--- src/rtl/spi_cfg_seq.sv ---
// spi_cfg_seq: walks a configuration table from address 0 and shifts each
// 24-bit entry out over SPI (CPOL=0, MSB first) to one of four devices.
// The run ends after an entry flagged 'last' or at the all-ones address.
//
// Optional feature macro: SPI_READBACK_EN. When it is defined, a word with
// bit 23 set is a read. The block releases the data line after 8 bits,
// captures 16 bits from spi_miso, and presents them on rd_data/rd_valid.
//
// Ports:
//   clk, rst_n           system clock, async active-low reset
//   start, abort         start a run at address 0 / stop the current run
//   busy, done           run in progress / one-cycle end-of-run pulse
//   tbl_addr, tbl_data   synchronous table ROM (one cycle of latency)
//   spi_sclk, spi_csb    serial clock, per-device chip selects (active low)
//   spi_mosi, spi_oe     serial data out, data-line drive enable
//   spi_miso             serial data in (used only with readback)
//   rd_data, rd_valid    readback result (only with SPI_READBACK_EN)
module spi_cfg_seq #(
    parameter int unsigned CLK_DIV = 4,
    parameter int unsigned TBL_AW  = 8
) (
    input  logic              clk,
    input  logic              rst_n,
    input  logic              start,
    input  logic              abort,
    output logic              busy,
    output logic              done,
    output logic [TBL_AW-1:0] tbl_addr,
    input  logic [31:0]       tbl_data,
    output logic              spi_sclk,
    output logic [3:0]        spi_csb,
    output logic              spi_mosi,
    output logic              spi_oe,
    input  logic              spi_miso
`ifdef SPI_READBACK_EN
    ,
    output logic [15:0]       rd_data,
    output logic              rd_valid
`endif
);

    localparam int unsigned CNT_W  = $clog2(2 * CLK_DIV);
    localparam int unsigned WORD_W = 24;

    typedef enum logic [2:0] {IDLE, FETCH, SETUP, SHIFT, HOLD, GAP, FIN} state_t;

    state_t             state;
    logic [CNT_W-1:0]   cnt;
    logic [4:0]         bit_cnt;
    logic [WORD_W-1:0]  shreg;
    logic               last;
    logic               half_end;
    logic               gap_end;

    assign half_end = (cnt == CNT_W'(CLK_DIV - 1));
    assign gap_end  = (cnt == CNT_W'(2 * CLK_DIV - 1));

`ifdef SPI_READBACK_EN
    logic        rd_mode;
    logic [15:0] rd_shift;
    logic        unused_bits;
    assign unused_bits = ^tbl_data[28:24];
`else
    logic        unused_bits;
    assign unused_bits = ^{tbl_data[28:24], spi_miso};
`endif

    // Sequencer: state, timing counters and all registered outputs
    always_ff @(posedge clk or negedge rst_n) begin
        if (!rst_n) begin
            state    <= IDLE;
            cnt      <= '0;
            bit_cnt  <= '0;
            shreg    <= '0;
            last     <= 1'b0;
            tbl_addr <= '0;
            busy     <= 1'b0;
            done     <= 1'b0;
            spi_sclk <= 1'b0;
            spi_csb  <= 4'hF;
            spi_mosi <= 1'b0;
            spi_oe   <= 1'b0;
`ifdef SPI_READBACK_EN
            rd_mode  <= 1'b0;
            rd_shift <= '0;
            rd_data  <= '0;
            rd_valid <= 1'b0;
`endif
        end else begin
            done <= 1'b0;
`ifdef SPI_READBACK_EN
            rd_valid <= 1'b0;
`endif
            if (abort && state != IDLE) begin
                // Abort drops the bus at once; no done pulse
                state    <= IDLE;
                cnt      <= '0;
                busy     <= 1'b0;
                spi_sclk <= 1'b0;
                spi_csb  <= 4'hF;
                spi_mosi <= 1'b0;
                spi_oe   <= 1'b0;
            end else begin
                case (state)
                    IDLE: begin
                        if (start && !abort) begin
                            state    <= FETCH;
                            busy     <= 1'b1;
                            tbl_addr <= '0;
                            cnt      <= '0;
                        end
                    end
                    // First cycle lets the ROM see the address, second latches data
                    FETCH: begin
                        if (cnt == '0) begin
                            cnt <= CNT_W'(1);
                        end else begin
                            cnt      <= '0;
                            bit_cnt  <= '0;
                            shreg    <= tbl_data[23:0];
                            last     <= tbl_data[29];
                            spi_csb  <= ~(4'b0001 << tbl_data[31:30]);
                            spi_mosi <= tbl_data[23];
                            spi_oe   <= 1'b1;
`ifdef SPI_READBACK_EN
                            rd_mode  <= tbl_data[23];
`endif
                            state    <= SETUP;
                        end
                    end
                    SETUP: begin
                        if (half_end) begin
                            cnt      <= '0;
                            spi_sclk <= 1'b1;
                            state    <= SHIFT;
                        end else begin
                            cnt <= cnt + CNT_W'(1);
                        end
                    end
                    // bit_cnt counts falling edges; the low phase after the
                    // 24th falling edge completes before HOLD
                    SHIFT: begin
                        if (!half_end) begin
                            cnt <= cnt + CNT_W'(1);
                        end else begin
                            cnt <= '0;
                            if (spi_sclk) begin
                                spi_sclk <= 1'b0;
                                bit_cnt  <= bit_cnt + 5'd1;
                                shreg    <= {shreg[WORD_W-2:0], 1'b0};
                                spi_mosi <= shreg[WORD_W-2];
`ifdef SPI_READBACK_EN
                                if (rd_mode && bit_cnt == 5'd7) begin
                                    spi_oe <= 1'b0;
                                end
`endif
                            end else if (bit_cnt == 5'(WORD_W)) begin
                                state <= HOLD;
`ifdef SPI_READBACK_EN
                                if (rd_mode) begin
                                    rd_data  <= rd_shift;
                                    rd_valid <= 1'b1;
                                end
`endif
                            end else begin
                                spi_sclk <= 1'b1;
`ifdef SPI_READBACK_EN
                                // Rising edges 9..24 carry the 16 read bits
                                if (rd_mode && bit_cnt >= 5'd8) begin
                                    rd_shift <= {rd_shift[14:0], spi_miso};
                                end
`endif
                            end
                        end
                    end
                    HOLD: begin
                        if (half_end) begin
                            cnt      <= '0;
                            spi_csb  <= 4'hF;
                            spi_oe   <= 1'b0;
                            spi_mosi <= 1'b0;
                            state    <= GAP;
                        end else begin
                            cnt <= cnt + CNT_W'(1);
                        end
                    end
                    // All-ones address terminates so the address never wraps
                    GAP: begin
                        if (gap_end) begin
                            cnt <= '0;
                            if (last || (&tbl_addr)) begin
                                done  <= 1'b1;
                                state <= FIN;
                            end else begin
                                tbl_addr <= tbl_addr + TBL_AW'(1);
                                state    <= FETCH;
                            end
                        end else begin
                            cnt <= cnt + CNT_W'(1);
                        end
                    end
                    FIN: begin
                        busy  <= 1'b0;
                        state <= IDLE;
                    end
                    default: state <= IDLE;
                endcase
            end
        end
    end

endmodule

--- config.mk ---
export PLATFORM = sky130hd
export DESIGN_NAME = spi_cfg_seq
export DESIGN_NICKNAME = d
export VERILOG_FILES = /design/src/rtl/spi_cfg_seq.sv
export SDC_FILE = /design/constraint.sdc
export NUM_CORES = 1
export LEC_CHECK = 0
export CAP_MARGIN = 5
export CORE_MARGIN = 2
export CORE_UTILIZATION = 48
export CTS_CLUSTER_DIAMETER = 60
export DETAILED_ROUTE_END_ITERATION = 10
export PLACE_DENSITY = 0.87
export SYNTH_ARGS = -nofsm -noshare
export SYNTH_HDL_FRONTEND = slang
export SYNTH_SLANG_ARGS = --single-unit
--- constraint.sdc ---
create_clock -name clk -period 1.79 [get_ports clk]
set_input_delay 0.537 -clock clk [delete_from_list [all_inputs] [get_ports clk]]
set_output_delay 0.537 -clock clk [all_outputs]
set_load 0.02 [all_outputs]
# Word-level counts from Yosys, hierarchy flattened
# Cells that the tools add are included.
# word_totals
regBits	52
latchBits	0
mem_bits_rw	0
rom_bits	0
in_bits	37
output_inout_bits	17
elab_cells	123
n_memories	0
# classes
add_sub_neg	3
n_mul	0
n_div	0
n_lt_le_gt_ge	0
eq_ne	24
shift	1
muxes	55
bitwise_logic	3
reduce_logical	25
# ops
cell	count
23-bit 2-to-1 mux	3
23-bit one-hot mux with 2 select lines	1
3-bit 2-to-1 mux	14
3-bit inequality test (second input constant)	9
8-bit 2-to-1 mux	3
1-bit 2-to-1 mux	19
3-bit one-hot mux with 6 select lines	1
8-bit one-hot mux with 2 select lines	1
8-bit AND reduction	2
5-bit 2-to-1 mux	3
5-bit AND reduction	3
3-bit == test (second input constant)	4
4-bit 2-to-1 mux	3
2-bit inequality test (second input constant)	6
3-bit one-hot mux with 4 select lines	1
3-bit nonzero test	4
5-bit one-hot mux with 2 select lines	1
3-bit by 2-bit == test with 1-bit output (second input constant)	3
3-bit AND reduction	3
8-bit by 1-bit adder with 8-bit output (second input constant)	1
4-bit one-hot mux with 2 select lines	1
3-bit logical NOT	2
1-bit one-hot mux with 2 select lines	3
5-bit by 1-bit adder with 5-bit output (second input constant)	1
15 further kinds	19

# Depth between registers and ports, before layout
# Gate-level depths: netlist (run 1).
# depth
depth_word	6
ltp_mapped	7
ltp_nobuf	6

# Least setup slack after synthesis (run 1)
# No wires, ideal clock.
# synth_timing
kind	flip-flop to flip-flop
from	register tbl_addr[0]
to	register tbl_addr[0]
setup_ns	0.128
arrival_time_ns	1.842
setup_slack_ns	-0.179
path_stages_with_launch	7
period_less_slack_ns	1.969
cell_sequence	dfrtp_1 ha_1 and3_1 a21o_1 buf_6 a2111oi_4 mux2_1
# synth_via
elab_chain_len	4
# synth_lines
element	line	rtl
from (decl)	28	output logic [TBL_AW-1:0] tbl_addr,
from (signal assigned)	195	tbl_addr <= tbl_addr + TBL_AW'(1);
8-bit by 1-bit adder with 8-bit output or 8-bit AND reduction (tied branches)	195, 191	
8-bit 2-to-1 mux or 1-bit logical OR (tied branches)	191	if (last || (&tbl_addr)) begin
8-bit 2-to-1 mux or 2-bit inequality test (tied branches)	-	
8-bit one-hot mux with 2 select lines or 5-bit AND reduction (tied branches)	-	
# Parallel ways exist; a longest one is shown, timed or not. The select of a mux whose other input is x is not followed.
# A chain may end at the register's enable or synchronous reset.

# Worst setup path after layout (run 1)
# layout_timing
from	register cnt[1]
to	register bit_cnt[0]
# layout_via
elab_chain_len	3
# layout_lines
element	line	rtl
from (decl)	48	logic [CNT_W-1:0] cnt;
from (signal assigned)	137	cnt <= cnt + CNT_W'(1);
from (signal assigned)	144	cnt <= cnt + CNT_W'(1);
from (signal assigned)	184	cnt <= cnt + CNT_W'(1);
3-bit by 2-bit == test with 1-bit output or 3-bit logical NOT (tied branches)	55, 115	
2-bit inequality test (no source line)	-	
5-bit AND reduction (no source line) (*)	-	
to (signal assigned)	149	bit_cnt <= bit_cnt + 5'd1;
to (decl)	49	logic [4:0] bit_cnt;
# Mark *: on every way between the ends. The rest lies on a longest branch, timed or not.

==> results of run 1 <==
==> routing by layer <==
metal	share of wire	routed length, um	track usage
met5	0	0	0
met2	0.51	4840	0.458
met3	0.065	615	0.0506
met4	0.046	431	0.127
met1	0.38	3580	0.321
==> state kept, by name, summed over array words and instances, names as in the netlist <==
register	count
last	1
spi_csb	4
spi_mosi	1
busy	1
bit_cnt	5
cnt	3
state	3
done	1
spi_sclk	1
shreg	23
spi_oe	1
tbl_addr	8
==> power by group through the flow <==
| stage | registers, mW | clock network, mW | logic [mW] |
|---|---|---|---|
| after floorplan | 1.80 | 0 | 1.33 |
| after global routing | 1.86 | 0.799 | 2.94 |
| final | 1.83 | 0.740 | 2.80 |
| after CTS | 1.78 | 0.740 | 2.57 |
| after global placement | 1.77 | 0 | 1.99 |
| after detailed placement | 1.80 | 0 | 2.08 |
==> worst max-delay path: stages (launching register included) <==
cell and delay [ns]:
dfrtp_1 0.44, buf_6 0.14, ha_4 0.17, ha_4 0.20
a21oi_4 0.19, a21oi_4 0.06, buf_6 0.14, buf_16 0.14
mux2_4 0.30
==> worst max path at each step <==
stage | startpoint | to | slack [ns] | cells after the start
5_1_grt | cnt[1]$_DFFE_PN0P_ | bit_cnt[0]$_DFFE_PN0P_ | -0.15 | 8
6_report | cnt[1]$_DFFE_PN0P_ | bit_cnt[0]$_DFFE_PN0P_ | -0.12 | 8
3_3_place_gp | abort | shreg[20]$_DFFE_PN0P_ | -0.43 | 7
4_1_cts | cnt[1]$_DFFE_PN0P_ | spi_csb[3]$_DFFE_PN1P_ | -0.15 | 9
3_5_place_dp | abort | cnt[0]$_DFFE_PN0P_ | -0.67 | 6
2_1_floorplan | tbl_addr[0]$_DFFE_PN0P_ | tbl_addr[0]$_DFFE_PN0P_ | -0.11 | 6
==> cell families after synthesis <==
| logic type | Yosys count | synth area share |
|---|---|---|
| AO/OA/AOI/OAI | 60 | 0.149 |
| adder cells (fa/ha/maj) | 8 | 0.0316 |
| buffers and inverters | 33 | 0.0561 |
| flip-flops | 52 | 0.413 |
| multiplexers | 58 | 0.202 |
| AND/OR/NAND/NOR | 84 | 0.148 |
==> synth_stat cells, drive strengths merged (3+ instances only) <==
cell | count | area share
nor2 | 12 | 0.016
nand3 | 6 | 0.011
and3 | 6 | 0.012
nand2b | 11 | 0.022
inv | 15 | 0.018
dfstp | 4 | 0.033
ha | 8 | 0.032
dfrtp | 48 | 0.38
a21oi | 11 | 0.022
nand2 | 26 | 0.031
buf | 16 | 0.036
mux2 | 48 | 0.17
mux2i | 10 | 0.032
o21ai | 8 | 0.013
nor3 | 5 | 0.0079
nor3b | 4 | 0.013
o21a | 4 | 0.0095
nor2b | 5 | 0.011
a211oi | 7 | 0.017
nand3b | 3 | 0.011
==> stage by stage <==
step                setup slack (ns)  area (um^2)
finish                        -0.117         4540
global route                  -0.152         4540
CTS                           -0.152         4420
detailed placement            -0.669         4010
global placement              -0.429         4010
floorplan                     -0.114         3180
==> area by class of cell <==
| class | count | share of cell area |
|---|---|---|
| Tap cell | 77 | 0.0212 |
| Multi-Input combinational cell | 210 | 0.444 |
| Clock inverter | 3 | 0.00579 |
| Sequential cell | 52 | 0.289 |
| Inverter | 15 | 0.0135 |
| Clock buffer | 5 | 0.0152 |
| Timing Repair Buffer | 100 | 0.211 |
==> repair_timing <==
action	CTS	global route
hold buffers	0	0
gates resized for setup	75	27
setup buffers	7	3
gates cloned	2	1
endpoints found under the setup margin	61	48
pin swaps	11	12
==> summary.txt, run 1 <==
Status: finished with violations
Failing checks: setup timing
Final #Nets: 429
Layout fillers: 401
R2r endpoint: bit_cnt[0]$_DFFE_PN0P_
Worst-margin pin slew: 0.468 ns
R2R setup slack: -0.12 ns
Initial DRT Pass Iterations: 5
# H-tree levels: 2
Peak supply drop: 1010 uV
Net switching power: 1.99 mW
RSZ-0062 raised after global routing: true
Post-route worst setup slack: -0.117 ns
Setup TNS: -3.10 ns
Worst-Skew Late Latency: 0.32 ns
Register-to-Register Path Depth: 8
Clock sinks: 52
Diodes inserted: 0
GRT Resource Usage Total: 0.266
Post-synthesis sequential area ratio: 0.413
Synth unique cells: 58
Slew Viols, Final: 0
Most common cell after layout, fill and taps aside: dfrtp_1
Rel. slew slack: 0.686
Comb power frac: 0.521
Async SR Flop Fraction: 1.00
Final setup vio count: 39
P&R area growth vs syn: 43.4%
Mapped Avg Cell Area: 10.7 um^2
Port buffer count: 47
Crit Path Max Fanout: 7
Flops & latches, synth: 52
Longest Clk Path Bufs: 2
Startpoint Class: register
Total power: 5.37 mW
Ys Warns: 0
Final hold slack: 0.180 ns
Placed Cells incl. Taps: 446
Internal power: 3.37 mW
Clock slew at reported path FFs: 0.11 ns
PD cells: 1180 mW/mm^2
Period utilization: 1.07
Die Height: 85.2 um
First-pass GRT wire length: 15200 um
GR Overflow Total: 0
Number of synthesized flops with an enable pin: 0
Die X: 85.2 um
Inserted Clock Buffers: 5
Setup Skew: 0.0193 ns
WS Path Type: register to register
Hold WC Path Type: primary input to asynchronous set/reset pin
Post-DP HPWL: 5300 um
FF-to-FF Start: cnt[1]$_DFFE_PN0P_
Commonest cells after routing, fill and taps aside: dfrtp_1, buf_4, clkdlybuf4s50_1
F_max: 0.524 GHz
Routed vias: 2842
Share of cells above drive strength 1: 0.403
Sequential cell area: 0.00131 mm^2
Clock period minus worst slack: 1.91 ns
Switching Fraction: 0.371
Initial antenna violation count: 0
Worst path required time: 1.99 ns
Initial drt markers: 250
Initial core utilization: 0.498
Clock root cell: clkbuf_8
Mapped Cells: 295
Finished Layout Cells: 462
Top_reg_cell synth: dfrtp_1
Synthesized area: 0.00316 mm^2
CTS tree: built
Via density: 6.15
Syn Nets: 340
Vias in the first global route: 3021
Sequential share of power: 0.341
Std-Cell Rows: 29
Largest net degree at the start of global routing: 53
Clock Power Share: 0.138
GPL Wtd Cong: 0.860
Routed Antenna Nets: 0
Die area: 0.00726 mm^2
Core Region: 0.00635 mm^2
Routed WL: 9460 um
Worst EP arrival: 2.10 ns
Final core utilization: 0.715
Crit path capture type: register
Leak: 2.00 nW
Max Cap Viol: 0
Multi-input logic area: 0.00201 mm^2
Residual DRC: 0
# IOs: 54
WL/cell: 20.5 um
Hold Fails Final Rpt: 0
Power figures use the tool's default switching activity.
==> inputs of run 2 (changes only) <==
Settings changed: CORE_UTILIZATION 48 to 50, CTS_BUF_LIST from default to sky130_fd_sc_hd__clkbuf_8, CTS_CLUSTER_SIZE from default to 40, PLACE_DENSITY 0.87 to 0.9.
==> run 2 against run 1 <==
Against the previous run:
- the flow still finishes with violations (setup timing)
- clock skew is 0.0069 ns lower
- register-to-register slack better by 0.03 ns
- sequential share of layout area is 0.77 points higher
- global-route usage is 2.8 points lower
- hold slack worse by 0.014 ns
- wire length is 10% lower
- cell area is 2.7% lower
- core utilization is 1.8 points higher
- total power is 5.9% lower
- highest routed layer unchanged
==> summary.txt, run 2 (synthesis results as in run 1) <==
Largest registers: shreg (23), tbl_addr (8), bit_cnt (5)
Vias in the first global route: 2747 (-9.1%)
Leak: 1.94 nW (-2.7%)
Worst slack at placement: -0.433 ns (+0.236 ns)
Clock sinks: 52 (unchanged)
R2r endpoint: bit_cnt[0]$_DFFE_PN0P_
First-pass GRT wire length: 13600 um (-11%)
Std-Cell Rows: 28 (-3.4%)
P&R area growth vs syn: 39.6%
Initial core utilization: 0.525 (+0.0268)
# H-tree levels: 2 (unchanged)
Post-DP HPWL: 5440 um (+2.8%)
F_max: 0.533 GHz (+1.7%)
Worst path required time: 1.99 ns (about the same)
Routed Antenna Nets: 0 (unchanged)
Comb power frac: 0.497 (-0.024)
Via density: 5.92 (-3.8%)
Hold WC Path Type: primary input to asynchronous set/reset pin
WL/cell: 18.4 um (-10%)
Total power: 5.05 mW (-5.9%)
Max reg flops: 23 (unchanged)
Die X: 83.6 um (-1.9%)
Final setup vio count: 33 (-15%)
Crit Path Max Fanout: 6 (-1)
Post-route worst setup slack: -0.0857 ns (+0.0312 ns)
Longest Clk Path Bufs: 2 (unchanged)
Startpoint Class: register
Inserted Clock Buffers: 5 (unchanged)
Net switching power: 1.83 mW (-8.1%)
Sequential share of power: 0.362 (+0.021)
Hold Fails Final Rpt: 0 (unchanged)
Final #Nets: 430 (+0.23%)
Worst EP arrival: 2.08 ns (-0.02 ns)
GPL Wtd Cong: 0.894 (+4.0%)
Diodes inserted: 0 (unchanged)
FF-to-FF Start: cnt[1]$_DFFE_PN0P_
Die area: 0.00698 mm^2 (-3.8%)
Most common cell after layout, fill and taps aside: dfrtp_1
Residual DRC: 0 (unchanged)
GRT Resource Usage Total: 0.238 (-0.0281)
Setup Skew: 0.0124 ns (-0.00690 ns)
Period utilization: 1.05 (-0.0175)
Final hold slack: 0.166 ns (-0.0136 ns)
PD cells: 1140 mW/mm^2 (-3.4%)
Most flop-heavy register: shreg
R2R setup slack: -0.09 ns (+0.03 ns)
Clock slew at reported path FFs: 0.10 ns (about the same)
Register-to-Register Path Depth: 8 (unchanged)
Die Height: 83.6 um (-1.9%)
Worst-margin pin slew: 0.445 ns (-0.0227 ns)
RSZ-0062 raised after global routing: true
Initial antenna violation count: 0 (unchanged)
Failing checks: setup timing
Port buffer count: 47 (unchanged)
Final core utilization: 0.733 (+0.0183)
Switching Fraction: 0.363 (-0.00865)
Crit path capture type: register
CTS Hold Bufs: 0 (unchanged)
Status: finished with violations
Internal power: 3.22 mW (-4.6%)
Commonest cells after routing, fill and taps aside: dfrtp_1, buf_4, mux2_2
Core Region: 0.00603 mm^2 (-5.1%)
Initial DRT Pass Iterations: 6 (+1)
Share of cells above drive strength 1: 0.370 (-0.0321)
Rel. slew slack: 0.703 (+0.0176)
CTS tree: built
Worst-Skew Late Latency: 0.32 ns (about the same)
Peak supply drop: 672 uV (-34%)
Max Cap Viol: 0 (unchanged)
Clock period minus worst slack: 1.88 ns (-0.0312 ns)
GR Overflow Total: 0 (unchanged)
Routed WL: 8490 um (-10%)
WS Path Type: register to register
Routed vias: 2729 (-4.0%)
Slew Viols, Final: 0 (unchanged)
Clock root cell: clkbuf_8
Initial drt markers: 200 (-20%)
Largest net degree at the start of global routing: 36 (-32%)
Clock Power Share: 0.141 (+0.003)
# IOs: 54 (unchanged)
## run 2: critical path: stages (launching register included)
cell and delay [ns]:
dfrtp_1 0.44, ha_4 0.20, ha_4 0.17, buf_12 0.13
a21oi_4 0.18, a21oi_4 0.06, buf_6 0.14, buf_16 0.14
mux2_4 0.29
## run 2: power groups by stage
| stage | clock [mW] | combinational [mW] | sequential [mW] |
|---|---|---|---|
| after floorplan | 0 | 1.33 | 1.80 |
| after global placement | 0 | 2.03 | 1.77 |
| after detailed placement | 0 | 2.10 | 1.80 |
| after CTS | 0.722 | 2.32 | 1.79 |
| after global routing | 0.775 | 2.69 | 1.86 |
| final | 0.711 | 2.51 | 1.83 |
## run 2: area by class of cell
| class | count | area, um^2 |
|---|---|---|
| clock buffers | 5 | 68.8 |
| fillers | 407 | 1610 |
| multi-input cells | 210 | 1870 |
| well taps | 75 | 93.8 |
| inverters | 15 | 58.8 |
| repair buffers | 101 | 993 |
| clock inverters | 3 | 22.5 |
| flip-flops and latches | 52 | 1310 |
## run 2: worst max-delay path by stage
stage                                  from                 endpoint  slack [ns]
finish                   cnt[1]$_DFFE_PN0P_   bit_cnt[0]$_DFFE_PN0P_       -0.09
global route             cnt[0]$_DFFE_PN0P_   spi_csb[0]$_DFFE_PN1P_       -0.13
CTS                      cnt[1]$_DFFE_PN0P_   bit_cnt[1]$_DFFE_PN0P_       -0.06
detailed placement                    abort    shreg[14]$_DFFE_PN0P_       -0.43
global placement                      abort       cnt[2]$_DFFE_PN0P_       -0.38
floorplan           tbl_addr[0]$_DFFE_PN0P_  tbl_addr[0]$_DFFE_PN0P_       -0.11
## run 2: per-layer routing
metal  routed length, um  track usage  vias to the layer above
met4                 194       0.0718                        0
met5                   0            0                        -
met2                4540        0.429                       81
li1                    -            -                     1256
met1                3450        0.293                     1373
met3                 308       0.0386                       19
## run 2: metrics by stage
stage	TNS, ns	instances	instance area [um^2]
floorplan	-0.114	295	3180
global placement	-15.08	444	4020
detailed placement	-17.17	444	4020
CTS	-1.17	458	4310
global route	-3.56	461	4420
finish	-1.55	461	4420
## run 2: what timing repair did
action,in CTS,in global routing
gates cloned,2,1
gates resized for setup,47,16
setup endpoints to repair,59,45
setup buffers,4,2
endpoints found under the hold margin,0,0
pin swaps,8,3
==> variant (config.mk and constraints of run 1) <==
Register the inputs `start` and `abort` before use, without a reset. The logic sees them one clock later. The other inputs are not delayed to match.
--- a/src/rtl/spi_cfg_seq.sv
+++ b/src/rtl/spi_cfg_seq.sv
@@ -44,6 +44,14 @@
 
     typedef enum logic [2:0] {IDLE, FETCH, SETUP, SHIFT, HOLD, GAP, FIN} state_t;
 
+    logic start_q;
+    logic abort_q;
+
+    always_ff @(posedge clk) begin
+        start_q <= start;
+        abort_q <= abort;
+    end
+
     state_t             state;
     logic [CNT_W-1:0]   cnt;
     logic [4:0]         bit_cnt;
@@ -91,7 +99,7 @@
 `ifdef SPI_READBACK_EN
             rd_valid <= 1'b0;
 `endif
-            if (abort && state != IDLE) begin
+            if (abort_q && state != IDLE) begin
                 // Abort drops the bus at once; no done pulse
                 state    <= IDLE;
                 cnt      <= '0;
@@ -103,7 +111,7 @@
             end else begin
                 case (state)
                     IDLE: begin
-                        if (start && !abort) begin
+                        if (start_q && !abort_q) begin
                             state    <= FETCH;
                             busy     <= 1'b1;
                             tbl_addr <= '0;
Formal check against the unedited RTL: not equivalent (Yosys sat finds a counterexample within 4 cycles, from zero or initial values and one cycle with rst_n low).
==> variant against run 1 <==
The run still ends with setup timing left; routed wire length decreased by 15%; global-route usage decreased by 6.4 points; setup slack improved by 0.044 ns; area after synthesis increased by 0.20%; cell area decreased by 2.2%; power decreased by 7.9%; sequential cell count increased by 2; clock power decreased by 3.6%; die area increased by 0.19%.
==> variant: results (changes against run 1) <==
outcome:
  status: "complete, but fails checks"
  violations: "setup timing"
pwr:
  power_clock_w: 0.000713  # -3.6%
  leakage_nw: 1.901  # -4.7%
  pg_comb_w: 0.00239  # -15%
  switching_share_pct: 35.11  # -2.0 points
placement:
  placed_area_sq_um: 3943  # -1.6%
  hpwlAfterDp_mm: 4.873  # -8.0%
  dp.cells: 431  # -3.4%
  gp_congestion: 0.8539  # -0.65%
sta:
  final.setup.tns_ns: -1.400  # +1.701 ns
  skew_ns: 0.01128  # -0.008009 ns
  setup_violations: 25  # -36%
  relSlewSlack_pct: 65.51  # -3.1 points
  setup_slack_ns: -0.07298  # +0.04396 ns
setup_path:
  cp.arrival_ns: 2.06  # -0.04 ns
  critical_path.top_delay_family: "buffers and inverters"
  max_stage_delay_ns: 0.41  # -0.03 ns
finish:
  nFillCells: 434  # +8.2%
  drive_gt1_share_pct: 40.00  # -0.26 points
detailed_routing:
  drtIter0Drc: 168  # -33%
  via_per_inst: 5.768  # -6.2%
  routed_wl_mm: 8.028  # -15%
  wire_per_inst_microns: 17.76  # -13%
global_routing:
  grt_pass1_vias: 2617  # -13%
  grt_pass1_wl_mm: 12.01  # -21%
  grtUsageTotal_pct: 20.25  # -6.4 points
logic_synthesis:
  synthTopCellsByArea: "dfrtp_1 38%, mux2_2 13%, mux2_4 4.7%"
  async_reset_ff_share_pct: 96.30  # -3.7 points
  yosys-top-cells-count: "48 x dfrtp_1, 38 x mux2_2, 24 x nand2_1"
variant: what timing repair did:
action / CTS / global route
gates resized for setup: 35 / 40
buffers inserted: 3 / 8
pin swaps: 2 / 13
setup endpoints to repair: 40 / 37
gates cloned: 1 / 2
variant: per-layer routing:
metal | wire length, microns | GRT usage [%]
met1 | 3231 | 24.89
met2 | 4317 | 36.22
met3 | 336 | 4.377
met4 | 142 | 4.762
met5 | 0 | 0
variant: final cells by class:
cell class,count,area [sq um],share of cell area [%]
Multi-Input combinational cell,199,1906,42.91
Sequential cell,54,1351,30.43
Timing Repair Buffer,98,933.4,21.02
Tap cell,77,96.34,2.170
Clock buffer,5,68.82,1.550
Inverter,16,60.06,1.352
Clock inverter,3,25.02,0.5635
variant: path summary, 6_finish.rpt:
check,depth (start not counted),slack [ns],end,start
setup / recovery,8,-0.07,shreg[21]$_DFFE_PN0P_,cnt[0]$_DFFE_PN0P_
hold / removal,2,0.19,done$_DFF_PN0_,rst_n
setup reg to reg,8,-0.07,shreg[21]$_DFFE_PN0P_,cnt[0]$_DFFE_PN0P_
hold reg to reg,1,0.51,shreg[7]$_DFFE_PN0P_,shreg[7]$_DFFE_PN0P_
max in group asynchronous,2,1.29,spi_csb[0]$_DFFE_PN1P_,rst_n
min in group clk,1,0.51,shreg[7]$_DFFE_PN0P_,shreg[7]$_DFFE_PN0P_
variant: logic make-up after synthesis:
| group | count (synthesis) | synth area share [%] |
|---|---|---|
| and+or+nand+nor | 80 | 14.17 |
| DFF | 54 | 42.46 |
| buffers and inverters | 32 | 5.603 |
| AOI/OAI and AO/OA | 53 | 13.22 |
| muxes | 58 | 21.39 |
| adders and majority gates | 8 | 3.157 |
